--- config.mk ---
export PLATFORM = sky130hd
export DESIGN_NAME = gpio_hex_display
export DESIGN_NICKNAME = d
export VERILOG_FILES = /design/src/rtl/gpio_disp_pkg.sv /design/src/rtl/hex_digit_mux.sv /design/src/rtl/gpio_hex_display.sv
export SDC_FILE = /design/constraint.sdc
export NUM_CORES = 1
export LEC_CHECK = 0
export CAP_MARGIN = 15
export CORE_MARGIN = 1
export CORE_UTILIZATION = 46
export CTS_CLUSTER_DIAMETER = 40
export DETAILED_ROUTE_END_ITERATION = 10
export PLACE_DENSITY = 0.75
export SYNTH_ARGS = -nofsm -noshare
export SYNTH_HDL_FRONTEND = slang
export SYNTH_SLANG_ARGS = --single-unit
--- constraint.sdc ---
create_clock -name clk -period 2.4 [get_ports clk]
set_input_delay 0.48 -clock clk [delete_from_list [all_inputs] [get_ports clk]]
set_output_delay 0.48 -clock clk [all_outputs]
set_load 0.01 [all_outputs]
--- src/rtl/gpio_disp_pkg.sv ---
// Shared constants and the hex-to-7-segment encoder for the GPIO hex display.
package gpio_disp_pkg;

  typedef logic [3:0] nibble_t;
  typedef logic [6:0] seg_t;

  localparam seg_t SEG_OFF = 7'h7F;

  // Segment order {g,f,e,d,c,b,a}, active-low.
  function automatic seg_t hex7seg(input nibble_t nib);
    seg_t s;
    case (nib)
      4'h0: s = 7'h40;
      4'h1: s = 7'h79;
      4'h2: s = 7'h24;
      4'h3: s = 7'h30;
      4'h4: s = 7'h19;
      4'h5: s = 7'h12;
      4'h6: s = 7'h02;
      4'h7: s = 7'h78;
      4'h8: s = 7'h00;
      4'h9: s = 7'h10;
      4'hA: s = 7'h08;
      4'hB: s = 7'h03;
      4'hC: s = 7'h46;
      4'hD: s = 7'h21;
      4'hE: s = 7'h06;
      default: s = 7'h0E;
    endcase
    return s;
  endfunction

endpackage

--- src/rtl/hex_digit_mux.sv ---
// Selects the nibble for the scanned digit, applies leading-zero blanking and
// encodes it for the 7-segment display.
module hex_digit_mux
  import gpio_disp_pkg::*;
#(
  parameter int unsigned DIG_W      = 3,
  parameter int unsigned BLANK_LEAD = 1
) (
  input  logic [31:0]      value,
  input  logic [DIG_W-1:0] digit,
  output logic [6:0]       seg
);

  logic [31:0] upper;

  // A digit is a leading zero when it and every more-significant nibble are zero.
  always_comb begin
    upper = value >> {digit, 2'b00};
    if (BLANK_LEAD != 0 && digit != '0 && upper == '0) begin
      seg = SEG_OFF;
    end else begin
      seg = hex7seg(upper[3:0]);
    end
  end

endmodule

--- src/rtl/gpio_hex_display.sv ---
// GPIO output endpoint: latches CPU writes and scans them onto a multiplexed
// common-anode 7-segment display with frame-synchronous double buffering.
module gpio_hex_display
  import gpio_disp_pkg::*;
#(
  parameter int unsigned NUM_DIGITS  = 8,
  parameter int unsigned REFRESH_DIV = 50000,
  parameter int unsigned GUARD       = 16,
  parameter int unsigned BLANK_LEAD  = 1
) (
  input  logic                  clk,
  input  logic                  rst,
  input  logic                  gpio_we,
  input  logic [31:0]           gpio_out,
  input  logic                  disp_en,
  output logic [6:0]            seg,
  output logic [NUM_DIGITS-1:0] an,
  output logic [31:0]           shown_value,
  output logic                  pending
);

  localparam int unsigned DIV_W = (REFRESH_DIV > 1) ? $clog2(REFRESH_DIV) : 1;
  localparam int unsigned DIG_W = (NUM_DIGITS > 1) ? $clog2(NUM_DIGITS) : 1;

  logic [DIV_W-1:0]      div_cnt;
  logic [DIG_W-1:0]      digit;
  logic [31:0]           shadow;
  logic [31:0]           front;
  logic                  pend_q;
  logic [6:0]            seg_q;
  logic [NUM_DIGITS-1:0] an_q;

  logic                  wrap;
  logic                  swap;
  logic                  slot_off;
  logic [6:0]            digit_seg;
  logic [6:0]            seg_d;
  logic [NUM_DIGITS-1:0] an_d;

  hex_digit_mux #(
    .DIG_W      (DIG_W),
    .BLANK_LEAD (BLANK_LEAD)
  ) u_mux (
    .value (front),
    .digit (digit),
    .seg   (digit_seg)
  );

  always_comb begin
    wrap     = (div_cnt == DIV_W'(REFRESH_DIV - 1));
    swap     = wrap && (digit == DIG_W'(NUM_DIGITS - 1));
    slot_off = (div_cnt < DIV_W'(GUARD)) || !disp_en;
    an_d     = '1;
    seg_d    = SEG_OFF;
    if (!slot_off) begin
      an_d  = ~(NUM_DIGITS'(1) << digit);
      seg_d = digit_seg;
    end
  end

  always_ff @(posedge clk) begin
    if (rst) begin
      div_cnt <= '0;
      digit   <= '0;
      shadow  <= '0;
      front   <= '0;
      pend_q  <= 1'b0;
      seg_q   <= SEG_OFF;
      an_q    <= '1;
    end else begin
      if (wrap) begin
        div_cnt <= '0;
        digit   <= (digit == DIG_W'(NUM_DIGITS - 1)) ? '0 : digit + 1'b1;
      end else begin
        div_cnt <= div_cnt + 1'b1;
      end

      // A write landing on the swap edge is held for the next frame:
      // front takes the old shadow while pending is re-armed by the write.
      if (swap && pend_q) begin
        front <= shadow;
      end
      if (gpio_we) begin
        shadow <= gpio_out;
        pend_q <= 1'b1;
      end else if (swap) begin
        pend_q <= 1'b0;
      end

      seg_q <= seg_d;
      an_q  <= an_d;
    end
  end

  assign seg         = seg_q;
  assign an          = an_q;
  assign shown_value = front;
  assign pending     = pend_q;

endmodule

* Word level (Yosys, flattened, before mapping)
Memory sizes are Yosys's and may differ from the RTL's. A register that Yosys moved wholly into a read port is not among the register bits.
Cells that the tools add are included.
W data, S select, Z words.
** Word-level totals
- Register bits after elaboration :: 92
- Bits in read-only memories :: 112
- Logic and storage cells :: 29
- Memories kept :: 1
** Memory list
- (name not given) :: depth 16, width 7, read ports 1, clocked after memory_dff 1, wr ports 0, RTL line gpio_disp_pkg.sv:12 : case (nib)
** Operators by class
- $add $sub $neg :: 2
- Magnitude comparators :: 1
- Equality and inequality tests :: 2
- Shift operators :: 2
- Mux-type cells :: 3
- Bitwise operators :: 1
- Reductions and logical operators :: 11
** Operators with widths (count)
- $logic_not A32 Y1 :: 1
- $shr A32 B5 Y32 :: 1
- $add A16 B1 Y16 const B :: 1
- $eq A16 B16 Y1 const B :: 1
- $lt A16 B5 Y1 const B :: 1
- $not A8 Y8 :: 1
- $shl A1 B3 Y8 const A :: 1
- $reduce_or A2 Y1 :: 2
- $add A3 B1 Y3 const B :: 1
- $eq A3 B3 Y1 const B :: 1
- $logic_and A1 B1 Y1 :: 3
- $mux W3 :: 1
- $reduce_bool A3 Y1 :: 1
- $reduce_or A3 Y1 :: 1
- $mux W1 :: 2
- $reduce_bool A2 Y1 :: 1
- $logic_not A1 Y1 :: 1
- $logic_or A1 B1 Y1 :: 1

* Longest topological paths before layout
- Depth after elaboration :: 4
- Depth in mapped cells :: 11
- Gate-level depth less buffers :: 9

* Cells and area by module
Synthesis repeated with hierarchy kept, for this count alone.
** Second synthesis, totals
- Cell total of the unflattened synthesis :: 487
- Area, all modules :: 4779.6 um2
** Modules (own cells, without submodules)
- gpio_hex_display :: times used 1, cells each 383, area an instance 3921.3 um2, sequential area each 1981.9 um2
- hex_digit_mux :: times used 1, cells each 104, area an instance 858.3 um2, sequential area each 0.0 um2

* Least setup slack after synthesis
No wires, ideal clock.
- Kind :: reg-to-reg
- Start point :: register digit[0]
- End point :: register seg_q[0], in the netlist seg[0]
- Setup time :: 0.070 ns
- Arrival :: 2.492 ns
- Required time :: 2.330 ns
- Setup slack :: -0.163 ns
- Stages on the path, launching flop included :: 10
- Buffers on the path :: 2
- Clock period less this slack :: 2.563 ns
- Path through :: dfxtp_1 -> buf_6 -> buf_4 -> mux4_2 -> mux2i_1 -> ha_1 -> a21boi_0 -> a41o_1 -> o311a_1 -> o21bai_1
** Between the ends
- Longest elaborated chain between the ends :: 4
** RTL lines
- from (decl) :: RTL line gpio_hex_display.sv:26 : logic [DIG_W-1:0] digit;
- from (signal assigned) :: RTL line gpio_hex_display.sv:73 : digit <= (digit == DIG_W'(NUM_DIGITS - 1)) ? '0 : digit + 1'b1;
- $shr A32 B5 Y32 :: RTL line hex_digit_mux.sv:18 : upper = value >> {digit, 2'b00};
- $logic_not A32 Y1 :: RTL line hex_digit_mux.sv:19 : if (BLANK_LEAD != 0 && digit != '0 && upper == '0) begin
- $logic_and A1 B1 Y1 :: RTL line hex_digit_mux.sv:19
- $reduce_or A3 Y1 (no line)
- to (decl) :: RTL line gpio_hex_display.sv:30 : logic [6:0] seg_q;
Parallel ways exist; a longest one is shown, timed or not.
A chain may end at the register's enable or synchronous reset.

* Worst setup path after layout
Ends and elaborated chain as after synthesis.

==> impl_metrics.csv <==
group,metric,value,unit
run,cap_violations,0,
drt,drc,2,
place,gp_congestion,0.853,
drt,postRouteAntennaNets,0,
setup_path,cp-end-kind,"register",
power_and_ir_drop,sw_frac_of_total,0.240,
clocking,clkSlewWorstSetupHoldPaths,100,ps
outcome,status,"finished with violations",
logic_synthesis,netlist_area,4250,sq um
setup_path,r2r_end,"seg[0]$_SDFF_PP1_",
logic_synthesis,synth_top_area_frac,0.466,
logic_synthesis,syn_area_per_cell,8.99,sq um
clocking,cts-hold-fix-buffers,0,
timing,setup_viol,0,
global_route,grt_max_degree,71,
place,numPortBuffers,83,
floorplanning,die_h,98.2,um
outcome,violations,"design-rule violations",
layout,drive_gt1_frac,0.0959,
layout,multiInputGateArea,2110,sq um
clocking,cts.htree.levels,3,
floorplanning,initial_utilization,0.481,
floorplanning,die_area,9630,sq um
timing,rsz0062_at_grt,"no",
place,dp_hpwl,7240,um
floorplanning,pin_count,84,
power_and_ir_drop,ir_drop,0.000327,V
floorplanning,rows,34,
clocking,clock_sinks,99,
logic_synthesis,synth_edf_count,0,
power_and_ir_drop,intPower,2.28,mW
power_and_ir_drop,p_leak,2.12,nW
clocking,clock_path_buffers,2,
timing,hold_viol,0,
timing,max_freq,438,MHz
setup_path,startpoint_type,"register",
drt,routed_wl,10100,um
power_and_ir_drop,p_clk_frac,0.380,
clocking,tritoncts,"built",
layout,n_fill_cell,774,
power_and_ir_drop,p_comb_frac,0.053,
hold_path,holdPathStages,2,
logic_synthesis,synthTopCellsByArea,"dfxtp_1 47%, mux2i_1 8.7%, nand2_1 7.7%",
floorplanning,fp.dieW,98.2,um
drt,dr.pass1.iters,8,
power_and_ir_drop,p_seq_frac,0.566,
power_and_ir_drop,power,3.00,mW
logic_synthesis,yosys.area.top_type,"dfxtp_1",
setup_path,reg2reg_depth,9,
setup_path,reg2reg_from,"digit[0]$_SDFFE_PP0N_",
logic_synthesis,yosys_warnings,0,
drt,wl_met3,564,um
drt,route.met2.wl,4990,um
clocking,cts_setup_buffers,0,
drt,top_layer,"met4",
setup_path,criticalPathCategory,"reg -> reg",
hold_path,min_path_type,"reg -> reg",
hold_path,min-delay-start,"shadow[26]$_SDFFE_PP0P_",
layout,n_antenna_cell,0,
setup_path,regToRegSetupSlack,120,ps
setup_path,path_max_fanout,7,
clocking,cts_root_buffer,"clkbuf_8",
timing,relSlewSlack,0.494,
clocking,numCtsBuffers,9,
place,placed_area,5240,sq um
timing,skew,13.4,ps
timing,period_minus_slack,2280,ps
timing,period_share,0.951,
timing,drv_slew,0,
power_and_ir_drop,p_sw,721,uW
global_route,antenna_found_initial,0,
logic_synthesis,yosysSeqAreaShare,0.466,
logic_synthesis,yosysUniqueCellTypes,47,
layout,fin_nets,606,
layout,design_area,5470,sq um
setup_path,worstPathArrival,2580,ps
logic_synthesis,synthArstFlopShare,0,
global_route,grt_pass1_vias,3512,
power_and_ir_drop,p_per_area,549,nW/um^2
layout,regArea,1990,sq um
drt,num_vias,3601,
global_route,grt_usage,0.220,
drt,wire_per_inst,15.1,um
drt,vias_per_cell,5.37,
hold_path,worstHoldEndpoint,"shown_value[26]$_SDFFE_PP0P_",
timing,worst_slew_pin_slew,747,ps
setup_path,cp.required,2700,ps
global_route,grt_pass1_wl,17000,um
drt,drtIter0Drc,167,
logic_synthesis,syn-num-nets,521,
logic_synthesis,synthFlopType,"dfxtp_1",
clocking,ctsResizeCount,0,
clocking,insertion_delay,370,ps
global_route,grt-ovfl-total,0,
drt,drt-met1-wl,4430,um
timing,tns,0,ps
floorplanning,core_area,8850,sq um
logic_synthesis,synthCells,473,
layout,syn2layout_area_growth,28.6,%
logic_synthesis,ys_ff_latch,99,
==> per-stage QoR <==
step           hold WS, ps  utilization  setup WS, ps  std cells
6_report               458        0.618           118        671
5_1_grt                485        0.618          1.02        671
4_1_cts                457        0.616          8.08        671
3_5_place_dp           447        0.592          52.4        655
3_3_place_gp           428        0.592           141        655
2_1_floorplan          418            -          31.0        473
==> layer usage <==
layer,track usage,vias up
met1,0.282,1692
met4,0.0746,0
met2,0.363,106
met5,0,-
li1,-,1788
met3,0.0530,15
==> worst max-delay path by stage <==
| stage | startpoint | to | slack (ps) | cells after the start |
|---|---|---|---|---|
| final | digit[0]$_SDFFE_PP0N_ | seg[0]$_SDFF_PP1_ | 120 | 9 |
| after CTS | digit[0]$_SDFFE_PP0N_ | seg[0]$_SDFF_PP1_ | 8 | 9 |
| after global placement | digit[0]$_SDFFE_PP0N_ | seg[0]$_SDFF_PP1_ | 140 | 9 |
| after detailed placement | digit[0]$_SDFFE_PP0N_ | seg[0]$_SDFF_PP1_ | 50 | 9 |
| after global routing | digit[0]$_SDFFE_PP0N_ | seg[0]$_SDFF_PP1_ | 1 | 9 |
| after floorplan | digit[0]$_SDFFE_PP0N_ | seg[0]$_SDFF_PP1_ | 30 | 11 |
==> cell families after synthesis <==
kind of cell             synth area share
AO/OA/AOI/OAI                      0.0953
XOR/XNOR                           0.0247
multiplexers                        0.132
AND/OR/NAND/NOR                     0.202
flip-flops                          0.466
adder cells (fa/ha/maj)            0.0353
buffers and inverters              0.0441
==> critical path: stages, from the launching register on <==
cell and delay, ps:
dfxtp_4 420, mux4_2 540, nand2_1 90, nand2_1 120
inv_2 120, ha_1 160, a21boi_0 200, a41o_1 220
o311a_4 230, o21bai_1 110
==> sequential cells by signal, summed over array words and instances (netlist names) <==
signal and count:
div_cnt 16, digit 3, pending 1, shown_value 32
shadow 32, an 8, seg 7
==> Yosys cell counts, types with 2 or more instances <==
library cell,n
nand2_1,87
xor2_1,7
o311a_1,2
a21oi_1,42
a221o_1,2
clkbuf_1,17
mux2i_1,37
nand3_1,13
nor4_1,10
nor3_1,5
a211o_1,2
ha_1,12
inv_1,8
mux4_2,8
or3_1,3
buf_6,4
a211oi_1,3
and3_1,6
o21ai_0,7
inv_2,2
buf_4,3
buf_2,3
xnor2_1,5
nor2_1,63
nand4_1,2
dfxtp_1,99
==> power groups by stage <==
stage / sequential (mW) / combinational (mW) / clock, mW
2_1_floorplan: 1.73 / 0.0853 / 0
3_3_place_gp: 1.74 / 0.156 / 0
3_5_place_dp: 1.74 / 0.162 / 0
4_1_cts: 1.70 / 0.162 / 1.16
5_1_grt: 1.70 / 0.179 / 1.21
6_report: 1.70 / 0.160 / 1.14
==> layout by cell type, fill, tap and decap left out, types with 2 or more instances in the layout <==
master,n
dfxtp_1,97
nand2_1,87
clkdlybuf4s50_1,81
nor2_1,63
a21oi_1,42
mux2i_1,36
buf_4,16
nand3_1,13
ha_1,12
nor4_1,10
clkbuf_8,9
mux4_2,8
inv_1,7
o21ai_0,7
xor2_1,7
and3_1,6
nor3_1,5
xnor2_1,5
inv_2,3
a211oi_1,3
or3_1,3
inv_6,3
a211o_1,2
a221o_1,2
nand4_1,2
buf_2,2
buf_12,2
==> cell type report <==
type / instances / area share
timing repair buffer: 101 / 0.179
tap: 108 / 0.0247
sequential: 99 / 0.363
clock buffer: 9 / 0.0227
inverter: 11 / 0.00755
clock inverter: 7 / 0.0169
multi-input combinational: 336 / 0.385
Power figures use the tool's default switching activity.
==> RTL edit 1, RTL diff (same settings) <==
Register the inputs `gpio_we`, `gpio_out` and `disp_en` before use, with the module's reset. The logic sees them one clock later.
--- a/src/rtl/gpio_hex_display.sv
+++ b/src/rtl/gpio_hex_display.sv
@@ -22,4 +22,20 @@
   localparam int unsigned DIV_W = (REFRESH_DIV > 1) ? $clog2(REFRESH_DIV) : 1;
   localparam int unsigned DIG_W = (NUM_DIGITS > 1) ? $clog2(NUM_DIGITS) : 1;
+
+  logic gpio_we_q;
+  logic [31:0] gpio_out_q;
+  logic disp_en_q;
+
+  always_ff @(posedge clk) begin
+    if (rst) begin
+      gpio_we_q  <= '0;
+      gpio_out_q <= '0;
+      disp_en_q  <= '0;
+    end else begin
+      gpio_we_q  <= gpio_we;
+      gpio_out_q <= gpio_out;
+      disp_en_q  <= disp_en;
+    end
+  end
 
   logic [DIV_W-1:0]      div_cnt;
@@ -50,5 +66,5 @@
     wrap     = (div_cnt == DIV_W'(REFRESH_DIV - 1));
     swap     = wrap && (digit == DIG_W'(NUM_DIGITS - 1));
-    slot_off = (div_cnt < DIV_W'(GUARD)) || !disp_en;
+    slot_off = (div_cnt < DIV_W'(GUARD)) || !disp_en_q;
     an_d     = '1;
     seg_d    = SEG_OFF;
@@ -81,6 +97,6 @@
         front <= shadow;
       end
-      if (gpio_we) begin
-        shadow <= gpio_out;
+      if (gpio_we_q) begin
+        shadow <= gpio_out_q;
         pend_q <= 1'b1;
       end else if (swap) begin
Formal check against the unedited RTL: not equivalent (a bounded check fails within 4 cycles, from zero or initial values and one cycle with rst high).
==> RTL edit 1 against the unedited design <==
- maximum frequency decreased by 0.99%
- first-iteration DRC count grew 17%
- setup slack worse by 23 ps
- count of clock-buffer cells in the layout rose by 10
- routed wire length increased by 15%
- area after synthesis increased by 27%
- die area rose by 26%
- sequential cell count increased by 34
- combinational power up 6%
- global-route usage fell by 0.91 points
- total power rose by 63%
- utilization shrank 0.66 points
- final area rose by 28%
- critical path type unchanged
- highest routed layer unchanged
==> RTL edit 1: results (changes against the unedited design) <==
[setup_path]
crit_arrival_ps = 2600  ; +20 ps
rrSetupSlack_ps = 90  ; -20 ps
crit_end = seg[6]
critPathMaxFanout = 6  ; -1

[clock_tree]
clock_latency_ps = 420  ; +50 ps
cts_htree_levels = 4  ; +1
cts_resized = 1  ; +1
path_clk_slew_ps = 60  ; -40 ps
cts-root-buf = clkbuf_16

[yosys]
synthArstFlopShare = 0  ; unchanged
synth_common_cells = dfxtp_1 (133), nand2_1 (76), nor2_1 (72), mux2i_1 (40), a21oi_1 (38)
synth.avg_cell_area_um2 = 9.73  ; +8.2%
seq_area_frac_synth = 0.493  ; +0.0269
synth_cell_types = 56  ; +19%
synth_nets = 603  ; +16%
synth_area_leaders = dfxtp_1 (49%), mux2i_1 (7.4%), nand2_1 (5.3%), nor2_1 (5.0%), nor2b_1 (4.2%)

[sta]
skew_ps = 6.56  ; -6.79 ps
slew_headroom = 0.597  ; +0.103

[grt]
track_usage = 0.211  ; -0.00911
met3_usage = 0.0588  ; +0.00582
grt_pass1_vias = 4007  ; +14%
use_met1 = 0.261  ; -0.0208
grt_max_degree = 83  ; +17%
gr-usage-met2 = 0.339  ; -0.0250
grt_pass1_wl_um = 19400  ; +14%

[route]
drtIter0Drc = 196  ; +17%
num_vias = 4152  ; +15%
drtPass1Iterations = 6  ; -2

[finish]
drive_gt1_frac = 0.124  ; +0.0283
nets = 695  ; +15%
fin_cells = 803  ; +20%

[placement]
hpwl_um = 8100  ; +12%
dpl_cell_area_um2 = 6400  ; +22%
dp_cells = 771  ; +18%
place_congestion = 0.886  ; +3.9%

[run_status]
status = completed

[power]
power.leakage_nw = 2.56  ; +21%
ir_drop_mv = 0.377  ; +15%

[worst_hold_path]
hold_path_class = primary input to flop

RTL edit 1: power breakdown:
group          switching, W  internal (W)
Sequential        0.0000216       0.00226
Combinational     0.0000712     0.0000983
Clock              0.000974       0.00146
Total               0.00107       0.00382
RTL edit 1: worst max-delay path: stages, from the launching register on:
cell and delay (ps):
dfxtp_4 400, mux4_2 550, mux2i_1 230, buf_4 180
inv_1 70, ha_1 220, mux2_2 270, a2bb2oi_1 180
o21ai_1 80
RTL edit 1: worst min path at each step:
stage | startpoint | endpoint | slack (ps)
CTS | rst | pending | 420
detailed placement | shadow[18] | shown_value[18] | 450
finish | rst | shadow[29] | 440
floorplan | div_cnt[0] | div_cnt[0] | 430
global placement | div_cnt[0] | div_cnt[0] | 440
global route | rst | shadow[29] | 440
RTL edit 1: cell families after synthesis:
family,count (synthesis),synth area share
compound gates,69,0.0940
simple gates,229,0.194
fa+ha+maj,12,0.0278
buf+inv,44,0.0435
mux,54,0.125
flops,133,0.493
xor+xnor,14,0.0227
RTL edit 1: layout make-up:
class / instances / area (um^2)
fill: 963 / 4440
multi-input combinational: 378 / 2510
timing repair buffer: 102 / 983
clock buffer: 19 / 443
tap: 143 / 179
clock inverter: 13 / 126
sequential: 133 / 2670
inverter: 15 / 70.1
RTL edit 1: metal layers:
metal / vias up / share of wire
met3: 25 / 0.047
met2: 109 / 0.49
li1: 2070 / -
met1: 1948 / 0.44
met4: 0 / 0.023
met5: - / 0
RTL edit 1: stage by stage:
stage	setup TNS [ps]	setup WS, ps	util
finish	0	94.9	0.611
detailed placement	-8.78	-8.78	0.560
floorplan	0	55.1	-
CTS	0	74.3	0.610
global route	-7.51	-7.51	0.611
global placement	0	148	0.560
==> RTL edit 2, RTL diff (same settings) <==
Made on the original files. Change the parameter `NUM_DIGITS` from 8 to 32.
--- a/src/rtl/gpio_hex_display.sv
+++ b/src/rtl/gpio_hex_display.sv
@@ -4,5 +4,5 @@
   import gpio_disp_pkg::*;
 #(
-  parameter int unsigned NUM_DIGITS  = 8,
+  parameter int unsigned NUM_DIGITS  = 32,
   parameter int unsigned REFRESH_DIV = 50000,
   parameter int unsigned GUARD       = 16,
Interface: changed (resized an); port bits go from 84 to 108. The function was not compared with the original's and may differ.
==> RTL edit 2 against the unedited design <==
- area after synthesis up 18%
- count of clock-buffer cells in the layout up 8
- largest cell class is now sequential cells
- clock power up 110%
- sequential cell count up 26
- critical path type unchanged
- total power up 54%
- maximum frequency up 2.1%
- routed wire length up 21%
- setup slack better by 48 ps
- non-clock buffer count up 37
- final area up 26%
==> RTL edit 2: results (changes against the unedited design) <==
[sta]
slew_headroom = 0.306  ; -0.188

[yosys]
synth-adder-area-share = 0.0324  ; -0.00288
synth_mux_area_frac = 0.107  ; -0.0253
synth_compound_area_frac = 0.0913  ; -0.00403
postSynthCellCount = 548  ; +16%

[setup_path]
reg2reg_depth = 11  ; +2
critPathMaxFanout = 9  ; +2
crit_arrival_ps = 2590  ; about the same
crit_slowest_cell = dfxtp_2
cpPeakStageDelay_ps = 360  ; -180 ps

[clock_tree]
path_clk_slew_ps = 60  ; -40 ps
numCtsBuffers = 17  ; +8
cts_htree_levels = 4  ; +1

[power]
p_sw_w = 0.00105  ; +45%
power.leakage_nw = 2.63  ; +24%

[placement]
hpwl_um = 8760  ; +21%
place_congestion = 0.852  ; about the same
numPortBuffers = 107  ; +29%
dpl_cell_area_um2 = 6340  ; +21%

[finish]
drive_gt1_frac = 0.114  ; +0.0181
nets = 721  ; +19%

[run_status]
status = completed

[grt]
grt_max_degree = 73  ; +2.8%

[worst_hold_path]
hold_path_startpoint = div_cnt[0]

[route]
drtPass1Iterations = 5  ; -3

## RTL edit 2: cell types whose count changed in the layout (fill, tap and decap cells not counted), moves of 4 or more
cell / delta
nand3_1: +25
clkinvlp_4: +4
mux2i_1: +13
nand2_1: -10
buf_4: +14
dfxtp_1: +25
clkbuf_8: -8
nor2b_1: +6
clkdlybuf4s50_1: +24
o221ai_1: +4
mux4_2: -7
clkbuf_16: +16
## RTL edit 2: power groups by stage
stage,clock network [W],logic (W),registers (W)
floorplan,0,0.0000844,0.00217
global placement,0,0.000154,0.00218
detailed placement,0,0.000159,0.00218
CTS,0.00239,0.000159,0.00213
global route,0.00249,0.000172,0.00214
finish,0.00234,0.000157,0.00213
## RTL edit 2: area by class of cell
cell class,count,share of cell area
well taps,136,0.0247
inverters,10,0.00544
clock inverters,14,0.0194
clock buffers,17,0.0600
flip-flops and latches,125,0.364
multi-input cells,380,0.338
repair buffers,138,0.189
## RTL edit 2: stage by stage
| stage | power [W] | worst slack [ps] |
|---|---|---|
| detailed placement | 0.00234 | -44.6 |
| CTS | 0.00468 | 49.9 |
| global placement | 0.00233 | 3.40 |
| floorplan | 0.00226 | 6.19 |
| global route | 0.00480 | 28.4 |
| finish | 0.00463 | 165 |
## RTL edit 2: metal layers
| metal | routed length, um | global-route usage | vias up |
|---|---|---|---|
| li1 | - | - | 2147 |
| met1 | 5660 | 0.293 | 2032 |
| met2 | 5920 | 0.360 | 129 |
| met3 | 561 | 0.0490 | 10 |
| met4 | 116 | 0.0695 | 0 |
| met5 | 0 | 0 | - |
